===== src/rtl/rhs_stim_sequencer.sv =====
// -----------------------------------------------------------------------------
// rhs_stim_sequencer
//
// Stimulation pulse-train sequencer for the RHS multi-chip front end. Once per
// sample frame (frame_tick) it decides whether each channel is driven anodic,
// driven cathodic, in charge recovery, or idle.
//
// A train is a series of bipulses: PHASE1 -> GAP_P -> PHASE2, separated by
// GAP_B. Each train ends in RECOVERY. Trains are separated by GAP_T.
// States with a zero duration are skipped in the same evaluation, and skips
// chain.
//
// Parameters:
//   N_CH   number of stimulable channels per mask
//   CNT_W  width of all duration and count inputs
//
// Ports:
//   clk, rstn            clock, asynchronous active-low reset
//   frame_tick           one-cycle pulse per SPI frame (time base)
//   finite_start         start a finite run of train_count trains
//   infinite_start       start an endless run
//   infinite_stop        graceful stop of an endless run
//   pulse_length .. train_count   durations/counts in frame ticks
//                        (latched at start)
//   magnitude_in         current magnitude code
//   rising_edge_first    1 = PHASE1 is anodic
//   bipolar_mode         drive mask_neg with the opposite polarity
//   mask_pos, mask_neg   channel masks
//   drive_anodic/_cathodic  per-channel drive, registered
//   magnitude_out        latched magnitude while a phase is active, else 0
//   charge_recovery      high in RECOVERY
//   busy                 high when not IDLE
//   done                 one-cycle pulse on return to IDLE
//   param_error          one-cycle pulse when a start is rejected
//   state_dbg            current FSM state encoding, for observation only
//
// Handshake: all command inputs are single-cycle pulses sampled on clk. There
// is no back-pressure. A start is acted on only in IDLE; starts at any other
// time are dropped silently.
//
// Build option: define RHS_STIM_INFINITE_EN to enable infinite mode and the
// graceful stop. Without it, infinite_start/infinite_stop are ignored and
// only finite runs exist.
// -----------------------------------------------------------------------------
module rhs_stim_sequencer #(
  parameter int N_CH  = 16,
  parameter int CNT_W = 16
) (
  input  logic             clk,
  input  logic             rstn,
  input  logic             frame_tick,
  input  logic             finite_start,
  input  logic             infinite_start,
  input  logic             infinite_stop,
  input  logic [CNT_W-1:0] pulse_length,
  input  logic [CNT_W-1:0] inter_pulse_delay,
  input  logic [CNT_W-1:0] inter_bipulse_delay,
  input  logic [CNT_W-1:0] inter_train_delay,
  input  logic [CNT_W-1:0] charge_recovery_time,
  input  logic [CNT_W-1:0] bipulses_per_train,
  input  logic [CNT_W-1:0] train_count,
  input  logic [7:0]       magnitude_in,
  input  logic             rising_edge_first,
  input  logic             bipolar_mode,
  input  logic [N_CH-1:0]  mask_pos,
  input  logic [N_CH-1:0]  mask_neg,
  output logic [N_CH-1:0]  drive_anodic,
  output logic [N_CH-1:0]  drive_cathodic,
  output logic [7:0]       magnitude_out,
  output logic             charge_recovery,
  output logic             busy,
  output logic             done,
  output logic             param_error,
  output logic [2:0]       state_dbg
);

  typedef enum logic [2:0] {
    S_IDLE     = 3'd0,
    S_ARMED    = 3'd1,
    S_PHASE1   = 3'd2,
    S_GAP_P    = 3'd3,
    S_PHASE2   = 3'd4,
    S_GAP_B    = 3'd5,
    S_RECOVERY = 3'd6,
    S_GAP_T    = 3'd7
  } state_e;

  state_e state_q, state_d;

  // Shadow copies of the configuration, captured on an accepted start.
  logic [CNT_W-1:0] pl_q, ipd_q, ibd_q, itd_q, crt_q, bpt_q, tc_q;
  logic [7:0]       mag_q;
  logic             ref_q, bipol_q;
  logic [N_CH-1:0]  mpos_q, mneg_q;

  // Per-state frame-tick timer and repetition counters.
  logic [CNT_W-1:0] tick_q, tick_d;
  logic [CNT_W-1:0] bip_cnt_q, bip_cnt_d;
  logic [CNT_W-1:0] train_cnt_q, train_cnt_d;

  // Registered outputs.
  logic [N_CH-1:0]  drv_a_q, drv_a_d;
  logic [N_CH-1:0]  drv_c_q, drv_c_d;
  logic [7:0]       mag_out_q, mag_out_d;
  logic             rec_q, rec_d;
  logic             busy_q, busy_d;
  logic             done_q, done_d;
  logic             perr_q, perr_d;

  // Start decode.
  logic start_any;
  logic start_is_finite;
  logic start_bad;
  logic start_accept;
  logic start_reject;

  // Infinite-mode state; constant 0 when the feature is not built.
  logic inf_mode;
  logic stop_now;

`ifdef RHS_STIM_INFINITE_EN
  logic inf_mode_q, inf_mode_d;
  logic stop_pend_q, stop_pend_d;

  // A stop together with a start in IDLE cancels the start; finite wins
  // over infinite when both starts arrive together.
  assign start_any       = (finite_start || infinite_start) && !infinite_stop;
  assign start_is_finite = finite_start;
  assign inf_mode        = inf_mode_q;
  // Stop request in effect this cycle: a latched one or a fresh pulse.
  assign stop_now        = inf_mode_q && (stop_pend_q || infinite_stop);

  always_comb begin
    inf_mode_d  = inf_mode_q;
    stop_pend_d = stop_pend_q;
    if (start_accept) begin
      inf_mode_d = !finite_start;
    end
    if (state_d == S_IDLE) begin
      stop_pend_d = 1'b0;
    end else if (inf_mode_q && infinite_stop && (state_q != S_IDLE)) begin
      stop_pend_d = 1'b1;
    end
  end

  always_ff @(posedge clk or negedge rstn) begin
    if (!rstn) begin
      inf_mode_q  <= 1'b0;
      stop_pend_q <= 1'b0;
    end else begin
      inf_mode_q  <= inf_mode_d;
      stop_pend_q <= stop_pend_d;
    end
  end
`else
  logic unused_inf_cmds;
  assign unused_inf_cmds = infinite_start ^ infinite_stop;
  assign start_any       = finite_start;
  assign start_is_finite = 1'b1;
  assign inf_mode        = 1'b0;
  assign stop_now        = 1'b0;
`endif

  assign start_bad = (pulse_length == '0) || (bipulses_per_train == '0) ||
                     (start_is_finite && (train_count == '0));

  // Duration of the current timed state.
  logic [CNT_W-1:0] cur_dur;
  always_comb begin
    cur_dur = pl_q;
    case (state_q)
      S_GAP_P:    cur_dur = ipd_q;
      S_GAP_B:    cur_dur = ibd_q;
      S_RECOVERY: cur_dur = crt_q;
      S_GAP_T:    cur_dur = itd_q;
      default:    cur_dur = pl_q;
    endcase
  end

  logic [CNT_W-1:0] tick_inc, bip_inc, train_inc;
  logic             last_bip;
  logic             run_over_p2, run_over_rec;
  state_e           next_train_st;

  assign tick_inc  = tick_q + CNT_W'(1);
  assign bip_inc   = bip_cnt_q + CNT_W'(1);
  assign train_inc = train_cnt_q + CNT_W'(1);
  assign last_bip  = (bip_inc == bpt_q);
  // End-of-run test when leaving PHASE2 directly (recovery skipped) uses the
  // count that includes the train just finished; from RECOVERY the counter
  // has already advanced.
  assign run_over_p2   = inf_mode ? stop_now : (train_inc == tc_q);
  assign run_over_rec  = inf_mode ? stop_now : (train_cnt_q == tc_q);
  assign next_train_st = (itd_q == '0) ? S_PHASE1 : S_GAP_T;

  // Next-state logic.
  always_comb begin
    state_d      = state_q;
    tick_d       = tick_q;
    bip_cnt_d    = bip_cnt_q;
    train_cnt_d  = train_cnt_q;
    start_accept = 1'b0;
    start_reject = 1'b0;
    case (state_q)
      S_IDLE: begin
        if (start_any) begin
          if (start_bad) begin
            start_reject = 1'b1;
          end else begin
            start_accept = 1'b1;
            state_d      = S_ARMED;
            tick_d       = '0;
            bip_cnt_d    = '0;
            train_cnt_d  = '0;
          end
        end
      end
      S_ARMED: begin
        if (frame_tick) begin
          state_d = S_PHASE1;
          tick_d  = '0;
        end
      end
      default: begin
        if (frame_tick) begin
          if ((state_q == S_GAP_T) && stop_now) begin
            state_d = S_IDLE;
            tick_d  = '0;
          end else if (tick_inc == cur_dur) begin
            tick_d = '0;
            case (state_q)
              S_PHASE1: state_d = (ipd_q == '0) ? S_PHASE2 : S_GAP_P;
              S_GAP_P:  state_d = S_PHASE2;
              S_PHASE2: begin
                if (!last_bip) begin
                  bip_cnt_d = bip_inc;
                  state_d   = (ibd_q == '0) ? S_PHASE1 : S_GAP_B;
                end else begin
                  bip_cnt_d = '0;
                  // Infinite runs never advance the train counter.
                  if (!inf_mode) begin
                    train_cnt_d = train_inc;
                  end
                  if (crt_q != '0) begin
                    state_d = S_RECOVERY;
                  end else begin
                    state_d = run_over_p2 ? S_IDLE : next_train_st;
                  end
                end
              end
              S_GAP_B:    state_d = S_PHASE1;
              S_RECOVERY: state_d = run_over_rec ? S_IDLE : next_train_st;
              S_GAP_T:    state_d = S_PHASE1;
              default:    state_d = S_IDLE;
            endcase
          end else begin
            tick_d = tick_inc;
          end
        end
      end
    endcase
  end

  // Output decode from the next state, so outputs line up with state_q.
  logic phase_act, anodic_now;
  logic [N_CH-1:0] neg_drv;

  always_comb begin
    phase_act  = (state_d == S_PHASE1) || (state_d == S_PHASE2);
    // PHASE1 takes the polarity of rising_edge_first, PHASE2 the opposite.
    anodic_now = (state_d == S_PHASE1) ? ref_q : !ref_q;
    neg_drv    = bipol_q ? mneg_q : '0;
    drv_a_d    = '0;
    drv_c_d    = '0;
    mag_out_d  = 8'h00;
    if (phase_act) begin
      mag_out_d = mag_q;
      if (anodic_now) begin
        drv_a_d = mpos_q;
        drv_c_d = neg_drv;
      end else begin
        drv_a_d = neg_drv;
        drv_c_d = mpos_q;
      end
    end
    rec_d  = (state_d == S_RECOVERY);
    busy_d = (state_d != S_IDLE);
    done_d = (state_q != S_IDLE) && (state_d == S_IDLE);
    perr_d = start_reject;
  end

  always_ff @(posedge clk or negedge rstn) begin
    if (!rstn) begin
      state_q     <= S_IDLE;
      tick_q      <= '0;
      bip_cnt_q   <= '0;
      train_cnt_q <= '0;
      pl_q        <= '0;
      ipd_q       <= '0;
      ibd_q       <= '0;
      itd_q       <= '0;
      crt_q       <= '0;
      bpt_q       <= '0;
      tc_q        <= '0;
      mag_q       <= 8'h00;
      ref_q       <= 1'b0;
      bipol_q     <= 1'b0;
      mpos_q      <= '0;
      mneg_q      <= '0;
      drv_a_q     <= '0;
      drv_c_q     <= '0;
      mag_out_q   <= 8'h00;
      rec_q       <= 1'b0;
      busy_q      <= 1'b0;
      done_q      <= 1'b0;
      perr_q      <= 1'b0;
    end else begin
      state_q     <= state_d;
      tick_q      <= tick_d;
      bip_cnt_q   <= bip_cnt_d;
      train_cnt_q <= train_cnt_d;
      if (start_accept) begin
        pl_q    <= pulse_length;
        ipd_q   <= inter_pulse_delay;
        ibd_q   <= inter_bipulse_delay;
        itd_q   <= inter_train_delay;
        crt_q   <= charge_recovery_time;
        bpt_q   <= bipulses_per_train;
        tc_q    <= train_count;
        mag_q   <= magnitude_in;
        ref_q   <= rising_edge_first;
        bipol_q <= bipolar_mode;
        mpos_q  <= mask_pos;
        mneg_q  <= mask_neg;
      end
      drv_a_q   <= drv_a_d;
      drv_c_q   <= drv_c_d;
      mag_out_q <= mag_out_d;
      rec_q     <= rec_d;
      busy_q    <= busy_d;
      done_q    <= done_d;
      perr_q    <= perr_d;
    end
  end

  assign drive_anodic    = drv_a_q;
  assign drive_cathodic  = drv_c_q;
  assign magnitude_out   = mag_out_q;
  assign charge_recovery = rec_q;
  assign busy            = busy_q;
  assign done            = done_q;
  assign param_error     = perr_q;
  assign state_dbg       = state_q;

endmodule


===== config.mk =====
export PLATFORM = sky130hd
export DESIGN_NAME = rhs_stim_sequencer
export DESIGN_NICKNAME = d
export VERILOG_FILES = /design/src/rtl/rhs_stim_sequencer.sv
export SDC_FILE = /design/constraint.sdc
export NUM_CORES = 1
export LEC_CHECK = 0
export ABC_CLOCK_PERIOD_IN_PS = 4690
export BUFFER_PORTS_ARGS = -buffer_cell sky130_fd_sc_hd__buf_4
export CORE_MARGIN = 2
export CORE_UTILIZATION = 44
export DETAILED_ROUTE_END_ITERATION = 10
export PLACE_DENSITY = 0.62
export SYNTH_ARGS = -nofsm -noshare
export SYNTH_HDL_FRONTEND = slang
export SYNTH_SLANG_ARGS = --single-unit

===== constraint.sdc =====
create_clock -name clk -period 4.69 [get_ports clk]
set_input_delay 0.469 -clock clk [delete_from_list [all_inputs] [get_ports clk]]
set_output_delay 0.469 -clock clk [all_outputs]
set_load 0.1 [all_outputs]

Word-level counts from Yosys, hierarchy flattened

Cells that the tools add are included.
Widths: inputs -> output; s select.

Register bits: 249
Input port bits: 160
Output and inout port bits: 47
Word-level logic and storage cells: 112

$add $sub $neg: 3
Eq/ne operators: 17
Muxes and demuxes: 44
Bitwise gates (word level): 1
Reduce and logical (&&, ||, !) cells: 24

Operator list:

| cell                  | number |
|---|---|
| $mux 16               | 18 |
| $logic_not 16->1      | 6 |
| $pmux 16 s2           | 3 |
| $eq 16x16->1          | 4 |
| $pmux 16 s4           | 1 |
| $add 16x1->16 const B | 3 |
| $mux 3                | 12 |
| $eq 3x3->1 const B    | 6 |
| $reduce_bool 16->1    | 1 |
| $pmux 3 s5            | 1 |
| $eq 3x2->1 const B    | 3 |
| $mux 8                | 1 |
| $reduce_bool 2->1     | 4 |
| $mux 1                | 7 |
| $reduce_and 7->1      | 1 |
| $logic_not 3->1       | 2 |
| $ne 2x2->1 const B    | 3 |
| $pmux 3 s2            | 1 |
| $reduce_and 6->1      | 1 |
| $reduce_bool 3->1     | 2 |
| $reduce_and 4->1      | 1 |
| $eq 3x1->1 const B    | 1 |
| $logic_or 1x1->1      | 3 |
| $reduce_or 2->1       | 1 |
| other kinds (3)       | 3 |

Logic depth before layout (Yosys ltp)

Gate-level depths: netlist (run 1).

Word-level depth: 13
Mapped depth: 15
Gate-level depth less buffers: 12

Worst setup path after synthesis (run 1)

No wires, ideal clock.

Path kind: register to register
From: register state_q[2] (netlist: state_dbg[2])
To: register drv_a_q[4] (netlist: drive_anodic[4])
Setup time: 0.126 ns
Arrival time: 3.992 ns
Data required time: 4.564 ns
Slack: 0.573 ns
Cell stages (with the launch flop): 15
Path buffers: 3
Clock period less this slack: 4.117 ns
Cell sequence: dfrtp_1 -> buf_2 -> and3b_1 -> buf_2 -> a221oi_1 -> o22ai_1 -> xnor2_1 -> o21ai_0 -> or4_4 -> nor4b_4 -> nand2_1 -> a2bb2oi_4 -> mux2i_2 -> buf_4 -> o22ai_1

Word-level cells in the longest chain between the ends: 10
Elaborated cells between the ends (all ways): 24
Those cells by class: eq/ne (10); mux (11); reduce/logical (3)

Ends and longest elaborated chain:

| item                                                  | RTL line | RTL |
|---|---|---|
| start: declaration                                    | 88       | `state_e state_q, state_d;` |
| start signal: assignment                              | 318      | `state_q <= state_d;` |
| $eq 3x3->1 / $eq 3x2->1 (equally long branches)       | 171, 231 |  |
| $pmux 16 s4 / $reduce_or 2->1 (equally long branches) | --       |  |
| $eq 16x16->1 / $pmux 3 s5 (equally long branches)     | 229, 231 |  |
| $mux 3                                                | 229      | `end else if (tick_inc == cur_dur) begin` |
| $mux 3                                                | 225      | `if (frame_tick) begin` |
| $pmux 3 s2 *                                          | 204      | `case (state_q)` |
| via state_d[2]                                        | 88       |  |
| $eq 3x2->1                                            | 269, 271 |  |
| $mux 1                                                | 271      | `anodic_now = (state_d == S_PHASE1) ? ref_q : !ref_q;` |
| $mux 16                                               | 278      | `if (anodic_now) begin` |
| $mux 16 *                                             | 276      | `if (phase_act) begin` |
| via drv_a_d[4]                                        | 102      | `logic [N_CH-1:0] drv_a_q, drv_a_d;` |
| end signal: assignment                                | 336      | `drv_a_q <= drv_a_d;` |
| end: declaration                                      | 102      |  |

Mark *: on every way through the listed nets, which the timed path passes. The rest lies on a longest branch.
A chain may end at the register's enable or synchronous reset.

Worst setup path after layout (run 1)

From: register bip_cnt_q[0]
To: register drv_c_q[8] (netlist: drive_cathodic[8])

Word-level cells in the longest chain between the ends: 11
Elaborated cells between the ends (all ways): 13
Those cells by class: add/sub (1); eq/ne (3); mux (8); reduce/logical (1)

Ends and longest elaborated chain:

| item                     | RTL line | RTL |
|---|---|---|
| start: declaration       | 98       | `logic [CNT_W-1:0] bip_cnt_q, bip_cnt_d;` |
| start signal: assignment | 320      | `bip_cnt_q <= bip_cnt_d;` |
| $add 16x1->16 *          | 186      | `assign bip_inc = bip_cnt_q + CNT_W'(1);` |
| $eq 16x16->1 *           | 188      | `assign last_bip = (bip_inc == bpt_q);` |
| $mux 3 *                 | 235      | `if (!last_bip) begin` |
| $pmux 3 s5 *             | 231      | `case (state_q)` |
| $mux 3 *                 | 229      |  |
| $mux 3 *                 | 225      |  |
| $pmux 3 s2 *             | 204      |  |
| via state_d[2]           | 88       |  |
| $eq 3x2->1               | 269, 271 |  |
| $mux 1                   | 271      |  |
| $mux 16                  | 278      |  |
| $mux 16 *                | 276      |  |
| via drv_c_d[8]           | 103      | `logic [N_CH-1:0] drv_c_q, drv_c_d;` |
| end signal: assignment   | 337      | `drv_c_q <= drv_c_d;` |
| end: declaration         | 103      |  |

Marks and branches as above.

==> run summary, run 1 <==
Clk_skew -> 0.0276 ns
DIE AREA -> 30100 um^2
Clk pin slew, worst setup/hold paths -> 0.06 ns
Commonest non-fill, non-tap cell in the layout -> nand2_1
Critical path required time -> 5.11 ns
DRT iter0 DRCs -> 771
Vias in the first global route -> 10935
Initial Utilization -> 44.3%
Layout cells sized above 1 -> 17.5%
Minimum hold slack -> 0.00503 ns
Cts bufs inserted -> 28
Yosys reg bits -> 249
Worst-Margin Slew -> 1.07 ns
Largest net degree at the start of global routing -> 135
Syn. warnings -> 0
Critical path launch point type -> register
First-pass GRT wire length -> 58300 um
Detailed placer's ending HPWL -> 25700 um
Avg Inst Size Synth -> 8.49 um^2
PortBufs -> 204
Crit. End Element -> register
Hold WC Path Type -> in2async
CP max-delay cell -> or4_1
Slew Viols, Final -> 0
Final Core Density -> 53.8%
Internal power -> 5.39 mW
# clock sinks -> 249
Syn Inst Count -> 1491
Rows -> 62
Arr. time, crit path -> 4.82 ns
Seq/Total Area, Yosys -> 49.2%
Synthesized area -> 12700 um^2
Number of diodes -> 0
Latest clock arrival within the worst-skew pair -> 0.57 ns
Synthesis-to-finish area growth -> 21.2%
Status -> finished, final reports clean
Die Ht -> 174 um
Drt via density -> 5.41
I/O pin cnt -> 207
Setup violations, final -> 0
Total Nets Final -> 1810
Clock power frac -> 23.8%
Fmax -> 0.228 GHz
Final Wtd Congestion -> 0.874
MaxCap Viol Count -> 0
Switch share -> 42.5%
Final Total Pwr -> 9.38 mW
TritonRoute pass-1 iters -> 5
Final Critical Period -> 4.39 ns
GRT overflow -> 0
WS Path Type -> reg2reg
Synthesized Nets -> 1654
DR DRC count -> 0
Predominant post-synthesis flop cell -> dfrtp_1
Width of the die -> 174 um
CP Max Fanout -> 32
CP Cell Sequence -> ha_1, nand4_1, or4b_4, nand3b_1, o2111ai_1, or4_1, nor2b_1, o31ai_2, a2bb2oi_4, mux2i_2, buf_4, o22ai_1
Sw power -> 3.99 mW
Final Hold Vio Count -> 0
Worst IR Drop VDD -> 0.000454 V
TNS Setup -> 0 ns
Worst relative slew slack -> 29.0%
Post-CTS Setup Inserts -> 0
DRT Wirelength -> 36300 um
Distinct cells, synth -> 79
Combinational fraction of design power -> 37.4%
Clock Path Buffers -> 3
Initial antenna violation count -> 0
Worst setup margin -> 0.297 ns
Post-Place Setup Slack -> 0.336 ns
Vias -> 11089
RSZ-0062 raised after global routing -> no
LEAKAGE -> 7.24 nW
Fin crit share -> 93.7%
H-tree depth -> 1
Number of synthesized flops with an enable pin -> 0
Cts hold-fix bufs -> 0
Crit-path max cell delay -> 0.68 ns
FFs w/ async S/R, synth -> 100%
Wire per inst -> 17.7 um
Post-CTS Resized -> 0
Most frequent cells in the layout -> nand2_1 (550), dfrtp_1 (249), buf_4 (223), o21ai_0 (56), xnor2_1 (48)
Power density cells -> 611 nW/um^2
Sequential share of power -> 38.8%
Clock root cell -> clkbuf_16
CTS tree -> yes
Post-route ant nets -> 0
Core area -> 28500 um^2
Global Route Usage Sum -> 23.9%
-- per-stage QoR --
step | cells | instance area [um^2]
global route | 2050 | 15300
CTS | 2050 | 15300
global placement | 2001 | 14400
detailed placement | 2001 | 14400
floorplan | 1491 | 12700
finish | 2050 | 15300
-- cell families after synthesis --
| group | Yosys count | synth area share, % |
|---|---|---|
| compound gates | 215 | 11.2 |
| xor+xnor | 70 | 4.84 |
| fa+ha+maj | 3 | 0.297 |
| buf+inv | 110 | 3.75 |
| flops | 249 | 49.2 |
| mux | 4 | 0.385 |
| simple gates | 840 | 30.3 |
-- power groups by stage --
stage	logic [mW]	registers, mW	clock network [mW]
floorplan	1.65	4.49	0
global placement	3.46	3.64	0
detailed placement	3.51	3.64	0
CTS	3.52	3.63	2.27
global route	3.82	3.73	2.36
finish	3.51	3.63	2.24
-- synth_stat cells, types with 5 or more instances --
| master | instances | area, um^2 |
|---|---|---|
| a21oi_1 | 39 | 195 |
| a221o_1 | 6 | 60.1 |
| a31oi_1 | 6 | 37.5 |
| and2_1 | 7 | 43.8 |
| and3_1 | 13 | 81.3 |
| and4_1 | 7 | 61.3 |
| buf_1 | 5 | 18.8 |
| buf_2 | 21 | 105 |
| clkbuf_1 | 66 | 248 |
| dfrtp_1 | 249 | 6230 |
| inv_1 | 9 | 33.8 |
| nand2_1 | 550 | 2060 |
| nand2b_1 | 9 | 56.3 |
| nand3_1 | 47 | 235 |
| nand3b_1 | 8 | 60.1 |
| nand4_1 | 25 | 156 |
| nand4b_1 | 5 | 43.8 |
| nor2_1 | 45 | 169 |
| nor2b_1 | 9 | 56.3 |
| nor3_1 | 16 | 80.1 |
| nor3b_1 | 15 | 113 |
| nor4_1 | 45 | 282 |
| o21ai_0 | 56 | 280 |
| o22ai_1 | 37 | 231 |
| o2bb2ai_1 | 8 | 70.1 |
| o31ai_1 | 21 | 158 |
| or2_2 | 9 | 56.3 |
| or3_1 | 10 | 62.6 |
| xnor2_1 | 49 | 429 |
| xor2_1 | 21 | 184 |
-- worst max-delay path: cells and delay by family (launching register included) --
kind | cells | cell delay [ns]
flip-flops | 1 | 0.51
AND/OR/NAND/NOR | 5 | 1.84
buffers and inverters | 1 | 0.36
multiplexers | 1 | 0.25
AO/OA/AOI/OAI | 4 | 0.88
adder cells (fa/ha/maj) | 1 | 0.40
-- area by class of cell --
class	count	area [um^2]
flip-flops and latches	249	6230
clock buffers	37	734
fillers	2781	13200
repair buffers	224	1690
clock inverters	12	191
inverters	12	47.5
multi-input cells	1132	5970
well taps	384	480
-- routing by layer --
metal  track usage (%)  share of wire [%]  vias up
met5                 0                  0        -
met4              6.76                2.7        0
met3              5.81                6.8       56
met2              37.3                 46      295
met1              33.3                 45     5330
li1                  -                  -     5408
-- state kept, by name (all words and copies together) (netlist names), 3 cells and up --
signal,cells
tc_q,16
train_cnt_q,16
crt_q,16
tick_q,16
bpt_q,16
drive_anodic,16
state_dbg,3
itd_q,16
mpos_q,16
ibd_q,16
ipd_q,16
magnitude_out,8
drive_cathodic,16
pl_q,16
bip_cnt_q,16
mag_q,8
mneg_q,16
-- worst paths after layout --
check	startpoint	end	slack, ns	cells past startpoint
setup reg to reg	bip_cnt_q[0]	drive_cathodic[8]	0.30	12
min in group clk	magnitude_in[5]	mag_q[5]	0.09	3
setup / recovery	bip_cnt_q[0]	drive_cathodic[8]	0.30	12
hold reg to reg	mag_q[5]	mag_q[5]	0.46	2
max in group asynchronous	rstn	mpos_q[0]	3.47	2
hold / removal	rstn	bpt_q[11]	0.005	1
(Power assumes the default switching activity.)
==> run 2: changes to the inputs <==
==> constraint.sdc (replaced) <==
create_clock -name clk -period 4.69 [get_ports clk]
set_input_delay 0.2345 -clock clk [delete_from_list [all_inputs] [get_ports clk]]
set_output_delay 0.2345 -clock clk [all_outputs]
set_load 0.1 [all_outputs]
==> run summary, run 2 (synthesis results as in run 1) <==
Final Core Density -> 59.5% (+5.7 points)
Post-Place Setup Slack -> 0.308 ns (-0.0288 ns)
WS Path Type -> reg2reg
PortBufs -> 204 (unchanged)
Post-DP Area -> 14400 um^2 (about the same)
Largest net degree at the start of global routing -> 137 (+1.5%)
Final Instance Area -> 17000 um^2 (+11%)
Hold WC Path Type -> in2async
Latest clock arrival within the worst-skew pair -> 0.56 ns (about the same)
Rows -> 62 (unchanged)
Fin crit share -> 94.2% (+0.51 points)
Worst IR Drop VDD -> 0.000412 V (-9.3%)
Commonest non-fill, non-tap cell in the layout -> nand2_1
Fmax -> 0.226 GHz (-0.54%)
TritonRoute pass-1 iters -> 5 (unchanged)
Critical path launch point type -> register
Total Nets Final -> 1965 (+8.6%)
I/O pin cnt -> 207 (unchanged)
GRT overflow -> 0 (unchanged)
Final Critical Period -> 4.42 ns (+0.0240 ns)
Clock power frac -> 24.0% (+0.2 points)
DRT Wirelength -> 39200 um (+8.1%)
DIE AREA -> 30100 um^2 (unchanged)
Clk pin slew, worst setup/hold paths -> 0.06 ns (about the same)
Core area -> 28500 um^2 (unchanged)
Worst-Margin Slew -> 1.23 ns (+0.160 ns)
Global Route Usage Sum -> 25.9% (+2.0 points)
Vias -> 11948 (+7.7%)
Crit. End Element -> register
Die Ht -> 174 um (unchanged)
Internal power -> 5.54 mW (+2.8%)
R2r setup slk -> 0.27 ns (-0.02 ns)
Cts bufs inserted -> 29 (+3.6%)
Final Non-Filler Cells -> 2209 (+7.8%)
DR DRC count -> 0 (unchanged)
Sequential share of power -> 38.1% (-0.7 points)
MaxCap Viol Count -> 0 (unchanged)
Vias in the first global route -> 11993 (+9.7%)
Width of the die -> 174 um (unchanged)
Layout cells sized above 1 -> 16.2% (-1.2 points)
Clock Path Buffers -> 3 (unchanged)
Combinational fraction of design power -> 38.0% (+0.6 points)
Initial Utilization -> 44.3% (unchanged)
TNS Setup -> 0 ns (unchanged)
Final Hold Vio Count -> 0 (unchanged)
Synthesis-to-finish area growth -> 34.1%
Final Wtd Congestion -> 0.904 (+3.4%)
H-tree depth -> 1 (unchanged)
# placed instances -> 1999 (-0.10%)
Initial antenna violation count -> 1 (+1)
FF-to-FF End -> drive_cathodic[4]
Crit-path max cell delay -> 0.67 ns (about the same)
Clk_skew -> 0.0150 ns (-0.0126 ns)
# clock sinks -> 249 (unchanged)
Status -> finished, final reports clean
Most frequent cells in the layout -> nand2_1 (550), dfrtp_1 (249), buf_4 (219), dlygate4sd3_1 (156), o21ai_0 (56)
Slew Viols, Final -> 0 (unchanged)
Sw power -> 4.03 mW (+1.0%)
LEAKAGE -> 7.94 nW (+9.6%)
Worst relative slew slack -> 18.3% (-11 points)
Switch share -> 42.1% (-0.42 points)
Setup violations, final -> 0 (unchanged)
Wire per inst -> 17.7 um (+0.27%)
Detailed placer's ending HPWL -> 25800 um (+0.35%)
FF-to-FF Start -> state_dbg[2]
CTS tree -> yes
CP Max Fanout -> 32 (unchanged)
Post-CTS Setup Inserts -> 0 (unchanged)
Critical path required time -> 5.11 ns (about the same)
DRT iter0 DRCs -> 755 (-2.1%)
Drt via density -> 5.41 (about the same)
RSZ-0062 raised after global routing -> no
Worst reg-to-reg path cell count -> 12 (unchanged)
Post-route ant nets -> 0 (unchanged)
Clock root cell -> clkbuf_16
CP max-delay cell -> dfrtp_1
CP Cell Sequence -> clkinv_1, buf_4, a221oi_1, o22ai_1, nand2_1, mux2i_1, nor4b_4, nand2_1, a2bb2oi_4, mux2i_2, buf_4, o22ai_1
Power density cells -> 564 nW/um^2 (-7.8%)
First-pass GRT wire length -> 63600 um (+9.1%)
Arr. time, crit path -> 4.84 ns (+0.02 ns)
Worst setup margin -> 0.273 ns (-0.0240 ns)
[run 2: cell types whose count changed in the layout (fill, tap and decap cells not counted), sizes merged]
cell | previous run | this run
buf | 224 | 222
bufinv | 4 | 2
clkbuf | 37 | 43
clkinvlp | 1 | 0
diode | 0 | 1
dlygate4sd3 | 0 | 156
inv | 10 | 11
[run 2: per-layer routing]
layer,global-route usage [%],wire (um)
met5,0,0
met4,9.07,1440
met3,6.29,2840
met2,41.1,17900
met1,34.9,17000
[run 2: timing repair]
action                                  in CTS  in global routing
gates resized for setup                      0                  1
hold endpoints to repair                   220                  0
endpoints found under the setup margin       0                  8
hold buffers                               156                  0
[run 2: final cells by class]
class                      count  area, um^2
antenna                        1        2.50
clock inverter                10         115
inverter                      12        47.5
timing repair buffer         378        3260
fill                        2569       11600
multi-input combinational   1132        5970
tap                          384         480
sequential                   249        6230
clock buffer                  43         868
[run 2: worst max-delay path by stage]
stage	end	startpoint	cells after the start	slack (ns)
global placement	magnitude_out[1]	state_dbg[2]	11	0.42
floorplan	drive_anodic[4]	state_dbg[2]	14	0.57
global route	drive_cathodic[4]	state_dbg[2]	12	0.01
detailed placement	magnitude_out[6]	state_dbg[2]	11	0.31
CTS	magnitude_out[4]	state_dbg[2]	11	0.26
finish	drive_cathodic[4]	state_dbg[2]	12	0.27
[run 2: power by group through the flow]
stage               clock [mW]  combinational [mW]  sequential, mW
finish                    2.29                3.63            3.64
global route              2.43                3.95            3.74
CTS                       2.34                3.62            3.63
detailed placement           0                3.50            3.65
global placement             0                3.46            3.64
floorplan                    0                1.65            4.49
[run 2: metrics by stage]
stage	hold slack (ns)	power, mW
after floorplan	-0.0611	6.14
final	0.233	9.56
after global placement	0.226	7.10
after detailed placement	0.225	7.15
after CTS	0.226	9.59
after global routing	0.269	10.1
[run 2: critical path: cells and delay by family, from the launching register on]
family / cells / cell delay, ns
DFF: 1 / 0.67
and+or+nand+nor: 3 / 0.74
muxes: 2 / 0.38
AOI/OAI and AO/OA: 4 / 1.27
buffers and inverters: 3 / 1.20
